<file path="src/rtl/uart_pkg.sv">
// Shared types and constants for the UART receive-side control logic.
package uart_pkg;

    localparam int UART_DATA_W = 8;

    typedef enum logic [1:0] {
        IDLE,
        ACCEPT,
        GUARD
    } ctrl_state_e;

endpackage

</file>
<file path="src/rtl/sync_fifo.sv">
// Synchronous first-word-fall-through FIFO with a level count and a
// one-cycle flush. Also used on the TX side, so it knows nothing about UARTs.
module sync_fifo #(
    parameter int WIDTH = 8,
    parameter int DEPTH = 16
) (
    input  logic                         clk,
    input  logic                         rst_n,
    input  logic                         flush,
    input  logic                         push,
    input  logic [WIDTH-1:0]             push_data,
    input  logic                         pop,
    output logic [WIDTH-1:0]             pop_data,
    output logic                         empty,
    output logic                         full,
    output logic [$clog2(DEPTH+1)-1:0]   level
);

    localparam int AW = $clog2(DEPTH);
    localparam int LW = $clog2(DEPTH+1);

    logic [WIDTH-1:0] mem [DEPTH];
    logic [AW-1:0]    wr_ptr;
    logic [AW-1:0]    rd_ptr;
    logic             push_ok;
    logic             pop_ok;

    // Flush takes priority: anything pushed or popped in the flush cycle is discarded.
    assign push_ok = push & ~full & ~flush;
    assign pop_ok  = pop & ~empty & ~flush;

    assign empty    = (level == '0);
    assign full     = (level == LW'(DEPTH));
    assign pop_data = empty ? '0 : mem[rd_ptr];

    always_ff @(posedge clk or negedge rst_n) begin
        if (!rst_n) begin
            wr_ptr <= '0;
            rd_ptr <= '0;
            level  <= '0;
        end else if (flush) begin
            wr_ptr <= '0;
            rd_ptr <= '0;
            level  <= '0;
        end else begin
            if (push_ok)
                wr_ptr <= wr_ptr + 1'b1;
            if (pop_ok)
                rd_ptr <= rd_ptr + 1'b1;
            unique case ({push_ok, pop_ok})
                2'b10:   level <= level + 1'b1;
                2'b01:   level <= level - 1'b1;
                default: level <= level;
            endcase
        end
    end

    // Storage needs no reset; the read port is masked while empty.
    always_ff @(posedge clk) begin
        if (push_ok)
            mem[wr_ptr] <= push_data;
    end

endmodule

</file>
<file path="src/rtl/uart_rx_ctrl.sv">
// Drains the UART receiver holding byte into a local FIFO, tracks receiver
// errors and raises a level/timeout/error interrupt for the host.
module uart_rx_ctrl
    import uart_pkg::*;
#(
    parameter int DEPTH   = 16,
    parameter int THRESH  = 8,
    parameter int TIMEOUT = 1024,
    parameter int CNT_W   = 8
) (
    input  logic                         clk,
    input  logic                         rst_n,
    input  logic                         enable,
    input  logic                         flush,
    input  logic [UART_DATA_W-1:0]       rx_data,
    input  logic                         rx_data_valid,
    input  logic                         framing_err,
    input  logic                         overrun,
    output logic                         host_ready,
    output logic                         clear_framing_err,
    input  logic                         rd_en,
    output logic [UART_DATA_W-1:0]       rd_data,
    output logic                         rd_valid,
    output logic [$clog2(DEPTH+1)-1:0]   level,
    output logic [CNT_W-1:0]             ferr_cnt,
    output logic [CNT_W-1:0]             ovr_cnt,
    input  logic                         clr_cnt,
    output logic                         irq
);

    localparam int LVL_W = $clog2(DEPTH+1);
    localparam int TMO_W = $clog2(TIMEOUT+1);

    ctrl_state_e      state;
    ctrl_state_e      state_next;
    logic             fifo_push;
    logic             fifo_empty;
    logic             fifo_full;
    logic             push_evt;
    logic             pop_evt;
    logic             ferr_armed;
    logic             ferr_hit;
    logic             ovr_q;
    logic             ovr_rise;
    logic             err_pending;
    logic [TMO_W-1:0] tmo_cnt;
    logic             tmo_hold;
    logic             timeout_flag;

    always_ff @(posedge clk or negedge rst_n) begin
        if (!rst_n)
            state <= IDLE;
        else
            state <= state_next;
    end

    // GUARD forces a gap after every accept so host_ready never fires twice in a row.
    always_comb begin
        state_next = state;
        host_ready = 1'b0;
        fifo_push  = 1'b0;
        case (state)
            IDLE: begin
                if (enable && rx_data_valid && !fifo_full)
                    state_next = ACCEPT;
            end
            ACCEPT: begin
                host_ready = 1'b1;
                fifo_push  = 1'b1;
                state_next = GUARD;
            end
            GUARD: begin
                state_next = IDLE;
            end
            default: begin
                state_next = IDLE;
            end
        endcase
    end

    sync_fifo #(
        .WIDTH (UART_DATA_W),
        .DEPTH (DEPTH)
    ) u_fifo (
        .clk       (clk),
        .rst_n     (rst_n),
        .flush     (flush),
        .push      (fifo_push),
        .push_data (rx_data),
        .pop       (rd_en),
        .pop_data  (rd_data),
        .empty     (fifo_empty),
        .full      (fifo_full),
        .level     (level)
    );

    assign rd_valid = ~fifo_empty;
    assign push_evt = fifo_push & ~flush;
    assign pop_evt  = rd_en & rd_valid & ~flush;

    // ferr_armed remembers that framing_err was last seen low, so a held error counts once.
    assign ferr_hit = framing_err & ferr_armed;
    assign ovr_rise = overrun & ~ovr_q;

    always_ff @(posedge clk or negedge rst_n) begin
        if (!rst_n) begin
            ferr_armed        <= 1'b1;
            ovr_q             <= 1'b0;
            clear_framing_err <= 1'b0;
            ferr_cnt          <= '0;
            ovr_cnt           <= '0;
            err_pending       <= 1'b0;
        end else begin
            ferr_armed        <= ~framing_err;
            ovr_q             <= overrun;
            clear_framing_err <= ferr_hit;
            if (clr_cnt) begin
                ferr_cnt    <= '0;
                ovr_cnt     <= '0;
                err_pending <= 1'b0;
            end else begin
                if (ferr_hit && (ferr_cnt != '1))
                    ferr_cnt <= ferr_cnt + 1'b1;
                if (ovr_rise && (ovr_cnt != '1))
                    ovr_cnt <= ovr_cnt + 1'b1;
                if (ferr_hit || ovr_rise)
                    err_pending <= 1'b1;
            end
        end
    end

    // The flag rises on the cycle the counter reaches TIMEOUT; it then sits saturated.
    assign tmo_hold = push_evt | flush | (level == '0);

    always_ff @(posedge clk or negedge rst_n) begin
        if (!rst_n) begin
            tmo_cnt      <= '0;
            timeout_flag <= 1'b0;
        end else begin
            if (tmo_hold)
                tmo_cnt <= '0;
            else if (tmo_cnt != TMO_W'(TIMEOUT))
                tmo_cnt <= tmo_cnt + 1'b1;

            if (flush || pop_evt)
                timeout_flag <= 1'b0;
            else if (!tmo_hold && (tmo_cnt == TMO_W'(TIMEOUT - 1)))
                timeout_flag <= 1'b1;
        end
    end

    always_ff @(posedge clk or negedge rst_n) begin
        if (!rst_n)
            irq <= 1'b0;
        else
            irq <= (level >= LVL_W'(THRESH)) | timeout_flag | err_pending;
    end

endmodule
</file>
<file path="config.mk">
export PLATFORM = sky130hd
export DESIGN_NAME = uart_rx_ctrl
export DESIGN_NICKNAME = d
export VERILOG_FILES = /design/src/rtl/uart_pkg.sv /design/src/rtl/sync_fifo.sv /design/src/rtl/uart_rx_ctrl.sv
export SDC_FILE = /design/constraint.sdc
export NUM_CORES = 1
export LEC_CHECK = 0
export ABC_AREA = 1
export CELL_PAD_IN_SITES_DETAIL_PLACEMENT = 0
export CELL_PAD_IN_SITES_GLOBAL_PLACEMENT = 1
export CORE_MARGIN = 4
export CORE_UTILIZATION = 53
export CTS_BUF_LIST = sky130_fd_sc_hd__clkbuf_4 sky130_fd_sc_hd__clkbuf_8
export DETAILED_ROUTE_END_ITERATION = 8
export PLACE_DENSITY_LB_ADDON = 0.1
export SETUP_SLACK_MARGIN = 0.1
export SYNTH_ARGS = -nofsm -noshare
export SYNTH_HDL_FRONTEND = slang
export SYNTH_HIERARCHICAL = 1
export SYNTH_SLANG_ARGS = --single-unit
</file>
<file path="constraint.sdc">
create_clock -name clk -period 4.6 [get_ports clk]
set_input_delay 0.69 -clock clk [delete_from_list [all_inputs] [get_ports clk]]
set_output_delay 0.69 -clock clk [all_outputs]
set_load 0.01 [all_outputs]
</file>
==> impl_metrics.toml <==
[outcome]
status = "complete, no violations"

[clock_network]
insertion_delay_ns = 0.45
clock-sinks = 176
hold_buffers = 0
clk_pin_slew_ns = 0.08
root_buffer = "clkbuf_8"
cts_made_buffers = 17
cts_resized = 0
cts_max_level = 4
cts.path.max_buffers = 2
postCtsSetupBuffers = 0
cts_tree = "built"

[synth]
syn-num-nets = 754
seq_area_frac_synth_pct = 64.3
ys_ff_latch = 176
syn_area_per_cell_um2 = 10.8
synthDistinctLibCells = 41
netlist_instances = 726
yosys_warnings = 6
synth_area_mm2 = 0.00785

[floorplan]
dieArea_mm2 = 0.0168
die_h_um = 130
ios = 50
core_mm2 = 0.0145
rows = 44
die_w_um = 130
initial_utilization_pct = 54.0

[power]
switchingPower_mw = 1.28
seqPwrFrac_pct = 44.3
p_int_mw = 2.86
swShare_pct = 31.0
ir_drop_mv = 0.232
p_per_area_mw_per_mm2 = 463
fin_total_pwr_mw = 4.14
pwr-share-clk_pct = 28.4
p_leak_nw = 3.41
power_frac_comb_pct = 27.3

[setup_path]
worstPathCellList = "nand2_1 -> o221ai_1 -> nor2_1 -> a211oi_1 -> clkdlybuf4s50_1"
critPathSlowestCell = "dfrtp_1"
critPathMaxFanout = 20
critPathKind = "flip-flop to output pin"
critPathRequiredTime_ns = 3.91
cp-start-kind = "flip-flop"
reg2reg_from = "u_fifo/level[0]"
worstPathArrival_ns = 3.34
cp_slowest_stage_delay_ns = 0.79
crit_start = "u_fifo/rd_ptr[1]"
crit_path_end_kind = "output pin"

[layout]
layout_commonest_cell = "nand2_1"
final_cell_mix = "nand2_1 (142), edfxtp_1 (128), nor2_1 (86)"
areaGrowthSynthToFinish_pct = 13.9
drive_above_1_share_pct = 8.25
antennaDiodeCount = 0
layout.nets = 803

[placed_design]
place_hpwl_um = 12000
io_buffers = 49
place_ws_ns = 1.10
place_congestion = 0.901

[routing]
via_per_inst = 5.65
drc = 0
drt_first_iter_violations = 517
postRouteWirelength_um = 18000
dr_total_vias = 5491
ant_nets = 0
routedWlPerCell_um = 18.5
dr.pass1.iters = 6

[sta]
max_freq_mhz = 248
drv_slew = 0
timing.final.crit_period_ns = 4.03
finalCritPeriodShare_pct = 87.7
finalClockSkew_ns = 0.00991
tightest_slew_ns = 1.13
hold_viol = 0
setup_viol = 0
fin_tns_setup_ns = 0
max_slew_margin_pct = 24.5
rsz0062_at_grt = "no"
postLayoutSetupSlackWorst_ns = 0.567

[worst_hold_path]
hp-class = "primary input to async pin"

[global_route]
antenna_found_initial = 0
grt_pass1_wl_um = 28000
grt_max_degree = 66
grt_util_all_layers_pct = 22.2
first_global_vias = 5134
overflow = 0

[run]
max_cap_viol_count = 0
==> worst max-delay path, delay by kind of cell, from the launching register on <==
kind	cells	cell delay [ns]
AOI/OAI and AO/OA	2	0.75
and+or+nand+nor	2	0.78
buffers and inverters	1	0.57
DFF	1	0.79
==> metal layers <==
metal	track usage (%)	vias to the layer above	wire length [um]
met4	8.44	0	385
li1	-	2622	-
met5	0	-	0
met2	34.6	237	8510
met3	4.87	27	1390
met1	30.8	2605	7720
==> cell usage after synthesis, drive strengths merged <==
cell	n	area share, %
nand4	3	0.24
xnor2	4	0.45
nor2	94	5.1
buf	7	0.48
clkinv	2	0.096
nor3b	1	0.096
edfxtp	128	49
dfstp	1	0.33
xor2	6	0.67
o21ai	38	2.5
clkbuf	15	0.73
a31oi	2	0.16
a221oi	8	0.89
a21o	1	0.096
a21oi	43	2.7
o221ai	8	0.89
nand2	152	7.7
inv	56	2.7
o21bai	2	0.19
a211oi	8	0.77
dfrtp	47	15
nor4	1	0.080
mux2i	17	2.2
ha	11	1.8
nor3	13	0.83
nand3b	1	0.096
nand3	48	3.6
o22ai	9	0.72
==> sequential cells by signal, indices dropped and copies added, names as in the netlist, 2 cells and up <==
name           cells
ferr_cnt           8
ovr_cnt            8
state              2
tmo_cnt           11
u_fifo/level       5
u_fifo/mem       128
u_fifo/rd_ptr      4
u_fifo/wr_ptr      4
==> power by group through the flow <==
stage                     registers (mW)  clock network, mW  logic (mW)
after floorplan                     1.85                  0       0.707
after global placement              1.87                  0        1.11
after detailed placement            1.87                  0        1.12
after CTS                           1.84               1.20        1.13
after global routing                1.84               1.28        1.25
final                               1.83               1.18        1.13
==> area by class of cell <==
cell class,instances,area [um2]
clock buffers,20,256
clock inverters,12,190
fillers,1188,5590
inverters,58,223
multi-input cells,470,2490
flip-flops and latches,176,5050
well taps,184,230
repair buffers,52,508
==> stage by stage <==
stage	hold slack, ns	instance area (um2)	util, %	instances
2_1_floorplan	0.394	7850	-	726
3_3_place_gp	0.416	8490	58.4	940
3_5_place_dp	0.431	8490	58.4	940
4_1_cts	0.339	8940	61.5	972
5_1_grt	0.360	8940	61.5	972
6_report	0.333	8940	61.5	972
==> worst paths after layout <==
kind / end / slack, ns / cells past startpoint
min: irq / 0.33 / 2
max in group asynchronous: u_fifo/rd_ptr[0] / 3.80 / 2
max: rd_data[2] / 0.57 / 5
max reg2reg: u_fifo/mem[15][5] / 2.24 / 6
min reg2reg: state[0] / 0.44 / 1
min in group clk: state[0] / 0.44 / 1
==> logic make-up (layout without fill, tap and decap cells) <==
group / Yosys count / in the layout / share of synthesized area [%]
AOI/OAI and AO/OA: 119 / 119 / 8.93
xor gates and xnor gates: 10 / 10 / 1.12
buffers and inverters: 80 / 142 / 4.05
DFF: 176 / 176 / 64.3
and+or+nand+nor: 313 / 313 / 17.7
adders and majority gates: 11 / 11 / 1.75
muxes: 17 / 17 / 2.17
(Power assumes the default switching activity.)
